[src/rtl/node_pkg.sv]
// Shared definitions for the EER-RL node sequencer: packet-type codes,
// round-phase encoding and the node word width.
package node_pkg;

  localparam int NODE_W = 16;

  localparam logic [2:0] PKT_HB        = 3'b000;
  localparam logic [2:0] PKT_CHE       = 3'b001;
  localparam logic [2:0] PKT_DATA      = 3'b010;
  localparam logic [2:0] PKT_RST_ROUND = 3'b100;

  typedef enum logic [1:0] {
    PH_IDLE   = 2'd0,
    PH_SETUP  = 2'd1,
    PH_FORM   = 2'd2,
    PH_STEADY = 2'd3
  } phase_e;

endpackage

[src/rtl/tdma_slot_counter.sv]
// TDMA slot/frame counter. Slot counts 0..NUM_SLOTS-1 on i_tick and wraps;
// the frame count advances on every wrap. i_clr has priority over i_tick.
module tdma_slot_counter
  import node_pkg::*;
#(
  parameter int NUM_SLOTS = 16
) (
  input  logic              clk,
  input  logic              nrst,
  input  logic              i_clr,
  input  logic              i_tick,
  output logic [NODE_W-1:0] o_slot_cnt,
  output logic [NODE_W-1:0] o_frame_cnt,
  output logic              o_wrap
);

  localparam logic [NODE_W-1:0] LAST_SLOT = NODE_W'(NUM_SLOTS - 1);

  logic [NODE_W-1:0] r_slot;
  logic [NODE_W-1:0] r_frame;

  assign o_wrap      = i_tick && (r_slot == LAST_SLOT);
  assign o_slot_cnt  = r_slot;
  assign o_frame_cnt = r_frame;

  // Slot and frame counters: clear, or advance on a slot boundary.
  always_ff @(posedge clk or negedge nrst) begin
    if (!nrst) begin
      r_slot  <= '0;
      r_frame <= '0;
    end else if (i_clr) begin
      r_slot  <= '0;
      r_frame <= '0;
    end else if (i_tick) begin
      if (o_wrap) begin
        r_slot  <= '0;
        r_frame <= r_frame + 1'b1;
      end else begin
        r_slot <= r_slot + 1'b1;
      end
    end
  end

endmodule

[src/rtl/node_phase_ctrl.sv]
// EER-RL per-node protocol sequencer: round phase FSM, node-info update
// strobe, TDMA slot tracking and radio tx/rx requests.
// Optional build macro LOW_E_RESIGN_EN: a low-energy cluster head drops
// from STEADY back to FORM at a frame wrap instead of finishing the round.
module node_phase_ctrl
  import node_pkg::*;
#(
  parameter int NUM_SLOTS        = 16,
  parameter int FORM_TIMEOUT     = 1024,
  parameter int FRAMES_PER_ROUND = 8
) (
  input  logic              clk,
  input  logic              nrst,
  input  logic              pkt_valid,
  input  logic [2:0]        fPktType,
  input  logic              role,
  input  logic              low_E,
  input  logic [NODE_W-1:0] timeslot,
  input  logic              slot_tick,
  input  logic              tx_done,
  output logic              en_MNI,
  output logic [2:0]        pkt_type_o,
  output logic [1:0]        phase,
  output logic [NODE_W-1:0] slot_cnt,
  output logic              tx_req,
  output logic              rx_en,
  output logic              round_done
);

  localparam int                TMR_W      = $clog2(FORM_TIMEOUT) + 1;
  localparam logic [TMR_W-1:0]  TMR_LAST   = TMR_W'(FORM_TIMEOUT - 1);
  localparam logic [NODE_W-1:0] LAST_SLOT  = NODE_W'(NUM_SLOTS - 1);
  localparam logic [NODE_W-1:0] LAST_FRAME = NODE_W'(FRAMES_PER_ROUND - 1);

  phase_e            r_state;
  phase_e            w_state_nxt;
  logic [TMR_W-1:0]  r_form_tmr;
  logic              r_en_mni;
  logic [2:0]        r_pkt_type;
  logic              r_round_done;
  logic              r_tx_req;
  logic              r_tx_used;

  logic              w_is_rst;
  logic              w_is_hb;
  logic              w_is_che;
  logic              w_timeout;
  logic              w_tick;
  logic              w_wrap;
  logic              w_round_end;
  logic              w_resign;
  logic              w_my_slot;
  logic              w_fwd;
  logic              w_cnt_clr;
  logic              w_tmr_clr;
  logic              w_round_done_nxt;
  logic [NODE_W-1:0] w_slot_cnt;
  logic [NODE_W-1:0] w_frame_cnt;

  assign w_is_rst    = pkt_valid && (fPktType == PKT_RST_ROUND);
  assign w_is_hb     = pkt_valid && (fPktType == PKT_HB);
  assign w_is_che    = pkt_valid && (fPktType == PKT_CHE);
  assign w_timeout   = (r_state == PH_FORM) && (r_form_tmr == TMR_LAST);
  assign w_tick      = (r_state == PH_STEADY) && slot_tick;
  assign w_round_end = w_wrap && (w_frame_cnt == LAST_FRAME);

`ifdef LOW_E_RESIGN_EN
  assign w_resign = w_wrap && role && low_E;
`else
  // low_E does not influence sequencing in this build.
  assign w_resign = 1'b0 & low_E;
`endif

  // A cluster head owns the last slot; a member owns its assigned slot.
  assign w_my_slot = (r_state == PH_STEADY) &&
                     (role ? (w_slot_cnt == LAST_SLOT) : (w_slot_cnt == timeslot));

  tdma_slot_counter #(
    .NUM_SLOTS (NUM_SLOTS)
  ) u_slot_cnt (
    .clk         (clk),
    .nrst        (nrst),
    .i_clr       (w_cnt_clr),
    .i_tick      (w_tick),
    .o_slot_cnt  (w_slot_cnt),
    .o_frame_cnt (w_frame_cnt),
    .o_wrap      (w_wrap)
  );

  // Phase state register.
  always_ff @(posedge clk or negedge nrst) begin
    if (!nrst) r_state <= PH_IDLE;
    else       r_state <= w_state_nxt;
  end

  // Next phase and control strobes; RST_ROUND outranks timeout, which
  // outranks packet acceptance, which outranks slot events.
  always_comb begin
    w_state_nxt      = r_state;
    w_fwd            = 1'b0;
    w_cnt_clr        = 1'b0;
    w_tmr_clr        = 1'b0;
    w_round_done_nxt = 1'b0;
    if (w_is_rst) begin
      w_state_nxt = PH_SETUP;
      w_cnt_clr   = 1'b1;
      w_tmr_clr   = 1'b1;
    end else begin
      case (r_state)
        PH_IDLE: w_state_nxt = PH_SETUP;
        PH_SETUP: begin
          if (w_is_hb) begin
            w_fwd       = 1'b1;
            w_state_nxt = PH_FORM;
            w_tmr_clr   = 1'b1;
          end
        end
        PH_FORM: begin
          if (w_timeout) begin
            w_state_nxt = PH_SETUP;
            w_tmr_clr   = 1'b1;
          end else if (w_is_hb) begin
            w_fwd = 1'b1;
          end else if (w_is_che) begin
            w_fwd       = 1'b1;
            w_state_nxt = PH_STEADY;
            w_cnt_clr   = 1'b1;
          end
        end
        PH_STEADY: begin
          if (w_resign) begin
            w_state_nxt = PH_FORM;
            w_tmr_clr   = 1'b1;
            w_cnt_clr   = 1'b1;
          end else if (w_round_end) begin
            w_state_nxt      = PH_SETUP;
            w_cnt_clr        = 1'b1;
            w_round_done_nxt = 1'b1;
          end
        end
        default: w_state_nxt = PH_IDLE;
      endcase
    end
  end

  // Formation timer runs only while in FORM and restarts on each entry.
  always_ff @(posedge clk or negedge nrst) begin
    if (!nrst)                  r_form_tmr <= '0;
    else if (w_tmr_clr)         r_form_tmr <= '0;
    else if (r_state == PH_FORM) r_form_tmr <= r_form_tmr + 1'b1;
  end

  // Registered node-info update strobe, packet type and round-end pulse.
  always_ff @(posedge clk or negedge nrst) begin
    if (!nrst) begin
      r_en_mni     <= 1'b0;
      r_pkt_type   <= '0;
      r_round_done <= 1'b0;
    end else begin
      r_en_mni     <= w_fwd;
      r_round_done <= w_round_done_nxt;
      if (w_fwd) r_pkt_type <= fPktType;
    end
  end

  // Transmit request: one grant per owned slot, released by tx_done or the
  // next slot boundary; r_tx_used stops re-raising after tx_done.
  always_ff @(posedge clk or negedge nrst) begin
    if (!nrst) begin
      r_tx_req  <= 1'b0;
      r_tx_used <= 1'b0;
    end else if (w_is_rst || (r_state != PH_STEADY) || w_tick) begin
      r_tx_req  <= 1'b0;
      r_tx_used <= 1'b0;
    end else if (r_tx_req && tx_done) begin
      r_tx_req <= 1'b0;
    end else if (w_my_slot && !r_tx_used) begin
      r_tx_req  <= 1'b1;
      r_tx_used <= 1'b1;
    end
  end

  assign rx_en = (r_state == PH_SETUP) || (r_state == PH_FORM) ||
                 ((r_state == PH_STEADY) && role && (w_slot_cnt != LAST_SLOT));

  assign en_MNI     = r_en_mni;
  assign pkt_type_o = r_pkt_type;
  assign phase      = r_state;
  assign slot_cnt   = w_slot_cnt;
  assign tx_req     = r_tx_req;
  assign round_done = r_round_done;

endmodule

[config.mk]
export PLATFORM = sky130hd
export DESIGN_NAME = node_phase_ctrl
export DESIGN_NICKNAME = d
export VERILOG_FILES = /design/src/rtl/node_pkg.sv /design/src/rtl/tdma_slot_counter.sv /design/src/rtl/node_phase_ctrl.sv
export SDC_FILE = /design/constraint.sdc
export NUM_CORES = 1
export LEC_CHECK = 0
export CORE_MARGIN = 2
export CORE_UTILIZATION = 40
export CTS_BUF_LIST = sky130_fd_sc_hd__clkbuf_8
export DETAILED_ROUTE_END_ITERATION = 10
export PLACE_DENSITY = 0.64
export RECOVER_POWER = 50
export SYNTH_ARGS = -nofsm -noshare
export SYNTH_HDL_FRONTEND = slang
export SYNTH_SLANG_ARGS = --single-unit
[constraint.sdc]
create_clock -name clk -period 4.4 [get_ports clk]
set_clock_uncertainty 0.05 [all_clocks]
set_input_delay 1.32 -clock clk [delete_from_list [all_inputs] [get_ports clk]]
set_output_delay 1.32 -clock clk [all_outputs]
set_load 0.1 [all_outputs]
# After elaboration in Yosys (flattened, before gate mapping)
# Index checks and enable logic that the tools add are counted.
# Widths: inputs -> output; s select.
totals:
  register_bits: 52
  in_bits: 26
  output_inout_bits: 25
  elab_cells: 92
classes:
  add_sub_neg: 3
  eq_ne: 16
  n_mux: 37
  n_reduce_logical: 27
op_table:
  columns: ["cell", "count"]
  rows:
  - ["$mux 16", 6]
  - ["$add 16x1->16 const B", 2]
  - ["$mux 11", 2]
  - ["$mux 1", 19]
  - ["$eq 16x16->1", 1]
  - ["$eq 16x3->1 const B", 1]
  - ["$eq 16x4->1 const B", 1]
  - ["$ne 16x4->1 const B", 1]
  - ["$logic_and 1x1->1", 12]
  - ["$mux 2", 6]
  - ["$add 11x1->11 const B", 1]
  - ["$eq 11x10->1 const B", 1]
  - ["$ne 4x4->1 const B", 2]
  - ["$pmux 2 s4", 1]
  - ["$reduce_bool 2->1", 4]
  - ["$ne 3x3->1 const B", 2]
  - ["$pmux 1 s2", 3]
  - ["$eq 2x2->1 const B", 2]
  - ["$logic_or 1x1->1", 4]
  - ["$ne 2x2->1 const B", 2]
  - ["$reduce_and 2->1", 2]
  - ["$reduce_and 4->1", 1]
  - ["$eq 3x1->1 const B", 1]
  - ["$eq 3x3->1 const B", 1]
  - ["other kinds (5)", 5]

# Depth between registers and ports, before layout
# Gate-level depths: netlist (run 1).
depth:
  depth_word: 9
  depth_mapped: 8
  mapped_depth_nobuf: 6

# By module
# Synthesis (run 1) repeated with hierarchy kept, for this count alone.
unflattened:
  hier_cells: 364
  hier_area_um2: 3216.8
by_module_without_submodules:
  columns: ["module", "n_inst", "cells_per_inst", "area_per_inst_um2", "seq_area_each_um2"]
  rows:
  - ["tdma_slot_counter", 1, 192, 1788.0, 800.8]
  - ["node_phase_ctrl", 1, 172, 1428.9, 500.5]

# Least setup slack after synthesis (run 1)
# No wires, ideal clock.
synth_path:
  kind: "reg-to-output"
  from: "reg u_slot_cnt.r_slot[0] (netlist: u_slot_cnt.o_slot_cnt[0])"
  to: "out rx_en"
  t_arrival_ns: 2.447
  t_required_ns: 3.030
  setup_slack_ns: 0.583
  stages_incl_launch_ff: 7
  n_path_buf: 1
  path_cell_list: "dfrtp_1 ha_1 and3_1 nand4_2 buf_6 nand3_1 nand2_1"
synth_via:
  elab_chain_cells: 3
synth_rtl:
  columns: ["item", "line_no", "text"]
  rows:
  - ["from (decl)", "tdma_slot_counter.sv:19", "logic [NODE_W-1:0] r_slot;"]
  - ["from (signal assigned)", "tdma_slot_counter.sv:39", "r_slot <= r_slot + 1'b1;"]
  - ["$ne 16x4->1", "node_phase_ctrl.sv:184", "((r_state == PH_STEADY) && role && (w_slot_cnt != LAST_SLOT));"]
  - ["$logic_and 1x1->1", "node_phase_ctrl.sv:184", null]
  - ["$logic_or 1x1->1", "node_phase_ctrl.sv:183", "assign rx_en = (r_state == PH_SETUP) || (r_state == PH_FORM) ||"]
  - ["to (decl)", "node_phase_ctrl.sv:26", "output logic rx_en,"]
# No other way between the ends.

# Final worst setup path (run 1)
layout_path:
  from: "in role"
  to: "out rx_en"
layout_via:
  elab_chain_cells: 3
layout_rtl:
  columns: ["item", "line_no", "text"]
  rows:
  - ["from (decl)", "node_phase_ctrl.sv:16", "input logic role,"]
  - ["$logic_and 1x1->1 (2 in a row)", "node_phase_ctrl.sv:184", null]
  - ["$logic_or 1x1->1", "node_phase_ctrl.sv:183", null]
# No other way between the ends.

==> results of run 1 <==
## worst max-delay path, delay by kind of cell
family                 cells  cell delay, ns
AND/OR/NAND/NOR            2            0.26
buffers and inverters      2            0.72
## sequential cells by signal, indices dropped and copies added (netlist names)
signal,flops
r_form_tmr,11
round_done,1
en_MNI,1
u_slot_cnt.o_slot_cnt,16
r_tx_used,1
tx_req,1
phase,2
u_slot_cnt.o_frame_cnt,16
pkt_type_o,3
## cells in the mapped netlist (all sizes together), types with 3 or more instances
library cell / count
a21oi: 4
and2: 3
and3: 8
and4: 6
buf: 4
clkbuf: 3
dfrtp: 52
ha: 6
inv: 10
nand2: 22
nand2b: 5
nand3: 20
nand4: 13
nor2: 51
nor3: 15
nor4: 8
xnor2: 38
xor2: 18
## final timing paths
path | start | to | slack (ns) | cells after the start
worst max register to register | phase[1] | phase[1] | 2.03 | 6
worst min register to register | pkt_type_o[2] | pkt_type_o[2] | 0.45 | 1
worst max-delay path | role | rx_en | 0.72 | 4
min in group asynchronous | nrst | r_form_tmr[3] | 1.52 | 1
max in group asynchronous | nrst | u_slot_cnt.o_slot_cnt[10] | 1.28 | 2
worst min-delay path | pkt_type_o[2] | pkt_type_o[2] | 0.45 | 1
## stage by stage
stage	std cells	worst slack [ns]	instance area, um2	power (mW)
final	459	0.7185	3701	1.436
after CTS	459	0.7130	3712	1.454
after global placement	451	0.7128	3616	1.151
after detailed placement	451	0.7143	3616	1.156
after global routing	459	0.6221	3701	1.510
after floorplan	307	0.5834	3024	0.9865
## final cells by class
| class | instances | share of cell area [%] |
|---|---|---|
| flip-flops and latches | 52 | 35.16 |
| well taps | 99 | 3.347 |
| inverters | 10 | 1.014 |
| clock buffers | 5 | 1.859 |
| multi-input cells | 238 | 44.12 |
| clock inverters | 3 | 0.7437 |
| repair buffers | 52 | 13.76 |
## report_power, final
group	total [mW]	switching [mW]	internal [mW]	leakage (nW)
sequential	0.569	0.0549	0.514	0.714
combinational	0.575	0.389	0.186	0.793
clock	0.292	0.175	0.117	0.0463
## per-layer routing
metal	share of wire, %	GRT usage, %	routed length [um]
met3	4.0	2.905	255
met4	0.99	5.303	63
met1	48	23.98	3057
met5	0	0	0
met2	47	25.56	2999
## placed cells by master, fill, tap and decap left out, types with 2 or more instances in the layout
cell type / Yosys / final
dfrtp_1: 52 / 52
nor2_1: 51 / 51
clkdlybuf4s50_1: 0 / 45
xnor2_1: 38 / 38
nand2_1: 21 / 22
nand3_1: 19 / 19
xor2_1: 18 / 18
nor3_1: 11 / 11
nand4_1: 11 / 11
inv_1: 10 / 10
and3_1: 7 / 7
and4_1: 6 / 6
ha_1: 6 / 6
nand2b_1: 5 / 5
clkbuf_8: 0 / 5
nor4_4: 4 / 4
nor4_1: 4 / 4
a21oi_1: 4 / 4
nor3_2: 3 / 3
clkbuf_1: 3 / 3
o21ai_0: 2 / 2
and2_1: 3 / 2
mux2i_1: 2 / 2
a31oi_1: 2 / 2
dlygate4sd3_1: 0 / 2
## logic make-up after synthesis
logic type                 after synthesis  share of synthesized area (%)
and+or+nand+nor                        157                          29.79
xor gates and xnor gates                56                          16.22
DFF                                     52                          43.03
buffers and inverters                   17                          2.896
AOI/OAI and AO/OA                       15                          4.055
adders and majority gates                6                          2.482
muxes                                    4                          1.531
==> results_dict.tcl, run 1 <==
set metrics [dict create \
    status "finished with violations" \
    violations "max-capacitance violations, max-slew violations" \
    die_area_um2 8272 \
    root_buffer "clkbuf_8" \
    synth-seq-cells 52 \
    start_util_pct 41.47 \
    hold_viol 0 \
    cts.clk_slew.worst_paths_ns 0.10 \
    post_cts_buffers 0 \
    routabilityCongestion 0.8027 \
    synth.avg_cell_area_um2 9.851 \
    worst_slew_pin_slew_ns 2.060 \
    drive_gt1_share_pct 8.056 \
    rsz0062_at_grt "false" \
    clk_latency_ns 0.32 \
    yosys.area.top_type "dfrtp_1" \
    clock_sinks 52 \
    ant_nets 0 \
    multi_input_area_um2 1633 \
    synth_edf_count 0 \
    wire_per_inst_um 13.89 \
    via_count 2361 \
    hp-class "reg -> reg" \
    fill_cells 721 \
    cp_max_fo 4 \
    drtIter0Drc 76 \
    wirelength_um 6374 \
    hold_buffers 0 \
    slew_viol_final 40 \
    ios 51 \
    seqCellArea_um2 1301 \
    grtUsageTotal_pct 16.67 \
    finalNetCount 391 \
    slew_headroom_pct -37.35 \
    rows 31 \
    required_ns 3.03 \
    timing.final.crit_share_pct 83.67 \
    clockBufferDepth 2 \
    grt_max_degree 40 \
    areaGrowthSynthToFinish_pct 22.38 \
    final_util_pct 50.75 \
    path_class "in -> out" \
    grt_pass1_vias 2324 \
    grt_pass1_wl_um 11270 \
    critPathMaxStageDelay_ns 0.54 \
    drc 0 \
    die_x_um 90.95 \
    yosys-top-cells-area "dfrtp_1, xnor2_1, nor2_1" \
    holdWs_ns 0.4458 \
    coreArea_um2 7292 \
    ir_worst_vdd_mv 0.3788 \
    slowest_stage "clkdlybuf4s50_1" \
    first_pass_iters 4 \
    syn_nets 339 \
    synth_cells 307 \
    post_cts_resized 0 \
    min_period_ns 3.682 \
    synth_ff_type "dfrtp_1" \
    crit_arrival_ns 2.31 \
    fmax_mhz 271.6 \
    drt-vias-per-instance 5.144 \
    die_h_um 90.95 \
    p_per_area_nw_per_um2 387.9 \
    fin_setup_tns_ns 0 \
    syn_area_um2 3024 \
    n_antenna_cell 0 \
    cts_tree "yes" \
    synth_cell_types 45 \
    maxCapViolCount 1 \
    yosysWarnings 0 \
    setup_viol 0 \
    crit_chain "clkdlybuf4s50_1, nand3_1, nand2_1, buf_12" \
    port_buffers 49 \
    p_leak_nw 1.554 \
    critPathLaunchType "primary input" \
    seq_area_frac_synth_pct 43.03 \
    yosys.area.top_type_share_pct 43.03 \
    numCtsBuffers 5 \
    htreeDepth 2 \
    grt_antenna_before_repair 0 \
    overflow 0 \
    async_reset_ff_share_pct 100.0 \
    critPathCaptureType "output port" \
    dp_hpwl_um 4780 \
]
(Power assumes the default switching activity.)
==> run 2, diff against run 1 <==
- PLACE_DENSITY: 0.64 -> 0.66
- clock period: 4.4 -> 3.1 ns (I/O delays scaled with it)
==> results_dict.tcl, run 2 (synthesis gave the netlist of run 1 again) <==
set metrics [dict create \
    status "finished, final reports clean" \
    cts.clk_slew.worst_paths_ns 0.10 \
    slew_viol_final 0 \
    clockBufferDepth 2 \
    root_buffer "clkbuf_8" \
    required_ns 2.12 \
    coreArea_um2 7292 \
    areaGrowthSynthToFinish_pct 21.18 \
    final_cell_mix "nor2_1, dfrtp_1, xnor2_1" \
    cts_tree "yes" \
    wl_met3_um 187 \
    drt-vias-per-instance 5.030 \
    clk_latency_ns 0.31 \
    crit_chain "clkdlybuf4s50_1, nand3_1, nand2_2, buf_12" \
    grtUsageTotal_pct 16.47 \
    ios 51 \
    finalNetCount 396 \
    ant_nets 0 \
    maxCapViolCount 0 \
    die_x_um 90.95 \
    slew_headroom_pct 20.05 \
    fin_setup_tns_ns 0 \
    p_leak_nw 1.602 \
    critPathMaxStageDelay_ns 0.54 \
    post_cts_resized 0 \
    start_util_pct 41.47 \
    mostFrequentLayoutCell "nor2_1" \
    wirelength_um 6546 \
    port_buffers 49 \
    rsz0062_at_grt "false" \
    numCtsBuffers 5 \
    wl_met2_um 3031 \
    fmax_mhz 347.5 \
    wire_per_inst_um 14.11 \
    clock_sinks 52 \
    critPathLaunchType "primary input" \
    routed.top_layer "met4" \
    n_antenna_cell 0 \
    fin_total_pwr_mw 2.070 \
    hold_viol 0 \
    cp_max_fo 4 \
    worst_slew_pin_slew_ns 1.199 \
    p_per_area_nw_per_um2 564.7 \
    grt_pass1_wl_um 11060 \
    dp_hpwl_um 4960 \
    grt_pass1_vias 2223 \
    path_class "in -> out" \
    drc 0 \
    routabilityCongestion 0.7717 \
    met1_length_um 3262 \
    grt_antenna_before_repair 0 \
    critPathCaptureType "output port" \
    post_cts_buffers 0 \
    setup_viol 0 \
    hold_buffers 0 \
    overflow 0 \
    crit_arrival_ns 1.90 \
    timing.final.crit_share_pct 92.82 \
    die_area_um2 8272 \
    cp.buffers_inverters 2 \
    first_pass_iters 4 \
    grt_max_degree 23 \
    min_period_ns 2.877 \
    hp-class "reg -> reg" \
    via_count 2334 \
    slowest_stage "clkdlybuf4s50_1" \
    holdWs_ns 0.4432 \
    die_h_um 90.95 \
    rows 31 \
    drtIter0Drc 110 \
    drive_gt1_share_pct 14.52 \
    ir_worst_vdd_mv 0.7085 \
    htreeDepth 2 \
    path_delay_family "buffers and inverters" \
]
## run 2: cell types whose count changed in the layout (fill, tap and decap cells not counted), sizes merged
| cell | before | now |
|---|---|---|
| clkbuf | 8 | 15 |
| buf | 2 | 24 |
| clkinvlp | 1 | 0 |
| clkdlybuf4s50 | 45 | 23 |
| dlygate4sd3 | 2 | 0 |
| bufinv | 0 | 1 |
## run 2: final timing paths
kind	start	to	cells after the start	slack [ns]
max	role	rx_en	4	0.22
min	pkt_type_o[1]	pkt_type_o[1]	1	0.44
max reg2reg	phase[1]	phase[1]	6	0.83
min reg2reg	pkt_type_o[1]	pkt_type_o[1]	1	0.44
max in group asynchronous	nrst	u_slot_cnt.o_slot_cnt[0]	2	0.58
min in group asynchronous	nrst	r_form_tmr[1]	1	0.71
## run 2: layout make-up
type	instances	area, um2
timing repair buffer	57	460.4
tap	99	123.9
fill	722	3627
clock inverter	3	38.79
clock buffer	5	68.82
inverter	10	37.54
multi-input combinational	238	1630
sequential	52	1305
## run 2: where the power goes
part	switching, mW	internal, mW
clock network	0.227	0.237
logic	0.551	0.244
registers	0.0789	0.732
total	0.857	1.21
## run 2: routing by layer
layer | vias up | GRT usage (%)
li1 | 1168 | -
met1 | 1123 | 23.77
met2 | 38 | 25.62
met3 | 5 | 2.573
met4 | 0 | 4.798
met5 | - | 0
## run 2: worst reg2reg max path, stage by stage, from the launching register on
cell      delay, ns
dfrtp_1        0.45
ha_1           0.34
nand2_1        0.25
nor2_1         0.28
nand4_4        0.16
a311oi_4       0.32
mux2_4         0.32
## run 2: per-stage QoR
| stage | instances | util [%] | worst slack [ns] | instance area (um2) |
|---|---|---|---|---|
| after global routing | 464 | 50.26 | 0.1530 | 3665 |
| after floorplan | 307 | - | 0.04396 | 3030 |
| after global placement | 456 | 49.37 | 0.2207 | 3600 |
| after CTS | 464 | 50.84 | 0.2050 | 3707 |
| after detailed placement | 456 | 49.37 | 0.2057 | 3600 |
| final | 464 | 50.26 | 0.2227 | 3665 |
==> run 3, diff against run 2 <==
- DONT_BUFFER_PORTS: default -> 1
- PLACE_DENSITY: 0.66 -> 0.57
==> results_dict.tcl, run 3 (synthesis gave the netlist of run 1 again) <==
set metrics [dict create \
    multi_input_area_um2 1635 \
    n_antenna_cell 0 \
    internal_power_mw 1.101 \
    p_clk_share_pct 19.1 \
    fin_ws_ns 0.4234 \
    grt_antenna_before_repair 0 \
    via_count 2240 \
    ant_nets 0 \
    final_cell_mix "nor2_1, dfrtp_1, xnor2_1" \
    wire_per_inst_um 14.35 \
    post_cts_buffers 0 \
    finalNonFillerCells 431 \
    seqCellArea_um2 1305 \
    min_period_ns 2.677 \
    cts_tree "yes" \
    clk_latency_ns 0.30 \
    root_buffer "clkbuf_8" \
    cts.clk_slew.worst_paths_ns 0.10 \
    drc 0 \
    hold_buffers 0 \
    pre_cts_ws_ns 0.7258 \
    die_x_um 90.95 \
    hold_viol 0 \
    place_area_um2 3302 \
    dp_hpwl_um 4660 \
    mostFrequentLayoutCell "nor2_1" \
    p_seq_share_pct 43.6 \
    ios 51 \
    drive_gt1_share_pct 15.36 \
    worst_slew_pin_slew_ns 1.292 \
    critPathCaptureType "output port" \
    slowest_stage "clkbuf_1" \
    placedCellCount 423 \
    rsz0062_at_grt "false" \
    critPathMaxStageDelay_ns 0.97 \
    first_pass_iters 4 \
    hp-class "in -> async" \
    setup_viol 0 \
    p_switching_uw 811.2 \
    rows 31 \
    start_util_pct 41.47 \
    clockBufferDepth 2 \
    slew_viol_final 0 \
    die_area_um2 8272 \
    path_delay_family "buffers and inverters" \
    port_buffers 0 \
    ir_worst_vdd_mv 0.4770 \
    switching_share_pct 42.43 \
    coreArea_um2 7292 \
    wirelength_um 6183 \
    fin_total_pwr_mw 1.912 \
    crit_arrival_ns 1.70 \
    path_class "reg -> out" \
    fill_cells 729 \
    htreeDepth 2 \
    grtUsageTotal_pct 15.91 \
    post_cts_resized 0 \
    drt-vias-per-instance 5.197 \
    numCtsBuffers 5 \
    fmax_mhz 373.6 \
    drtIter0Drc 87 \
    die_h_um 90.95 \
    clock_sinks 52 \
    required_ns 2.12 \
    finalNetCount 363 \
    crit_chain "clkbuf_1" \
    routabilityCongestion 0.8128 \
    areaGrowthSynthToFinish_pct 11.38 \
    overflow 0 \
    final_util_pct 46.19 \
    cp_max_fo 3 \
    grt_pass1_vias 2197 \
    p_leak_nw 1.485 \
    slew_headroom_pct 13.87 \
    status "finished, final reports clean" \
    cp.buffers_inverters 1 \
    maxCapViolCount 0 \
    p_per_area_nw_per_um2 567.6 \
    stdcell_area_um2 3368 \
    critPathLaunchType "flip-flop" \
    timing.final.crit_share_pct 86.34 \
    grt_max_degree 53 \
    holdWs_ns 0.2607 \
    fin_setup_tns_ns 0 \
    pwr-share-comb_pct 37.3 \
    grt_pass1_wl_um 10850 \
]
-- run 3: changes by cell type in the layout (fill, tap and decap cells not counted) --
cell / before / now
clkbuf_1: 10 / 2
buf_4: 23 / 21
o31ai_1: 2 / 1
and2_1: 2 / 3
inv_1: 11 / 12
o31ai_2: 0 / 1
bufinv_16: 1 / 0
clkdlybuf4s50_1: 23 / 0
and2_0: 1 / 0
-- run 3: final timing paths --
kind / start / end / slack (ns) / depth (start not counted)
setup / recovery: u_slot_cnt.o_slot_cnt[15] / slot_cnt[15] / 0.42 / 1
hold / removal: nrst / u_slot_cnt.o_slot_cnt[12] / 0.26 / 0
setup reg to reg: u_slot_cnt.o_slot_cnt[15] / tx_req / 0.52 / 6
hold reg to reg: r_form_tmr[10] / r_form_tmr[10] / 0.49 / 2
max in group asynchronous: nrst / u_slot_cnt.o_slot_cnt[0] / 2.61 / 0
min in group clk: r_form_tmr[10] / r_form_tmr[10] / 0.49 / 2
-- run 3: layer usage --
layer  track usage [%]  wire, um  vias to the layer above  part of all wire [%]
met4             4.040        89                        0                   1.4
met3             3.154       197                        8                   3.2
met2             24.88      2788                       41                    45
met1             22.63      3108                     1092                    50
met5                 0         0                        -                     0
li1                  -         -                     1099                     -
-- run 3: layout make-up --
type / count / area share (%)
well taps: 99 / 3.678
inverters: 10 / 1.114
flip-flops and latches: 52 / 38.74
multi-input cells: 238 / 48.55
repair buffers: 24 / 5.498
clock inverters: 3 / 0.3715
clock buffers: 5 / 2.043
-- run 3: power groups by stage --
stage | clock, mW | combinational, mW | sequential [mW]
2_1_floorplan | 0 | 0.330 | 1.08
3_3_place_gp | 0 | 0.715 | 0.845
3_5_place_dp | 0 | 0.721 | 0.847
4_1_cts | 0.384 | 0.722 | 0.833
5_1_grt | 0.407 | 0.764 | 0.843
6_report | 0.365 | 0.713 | 0.834
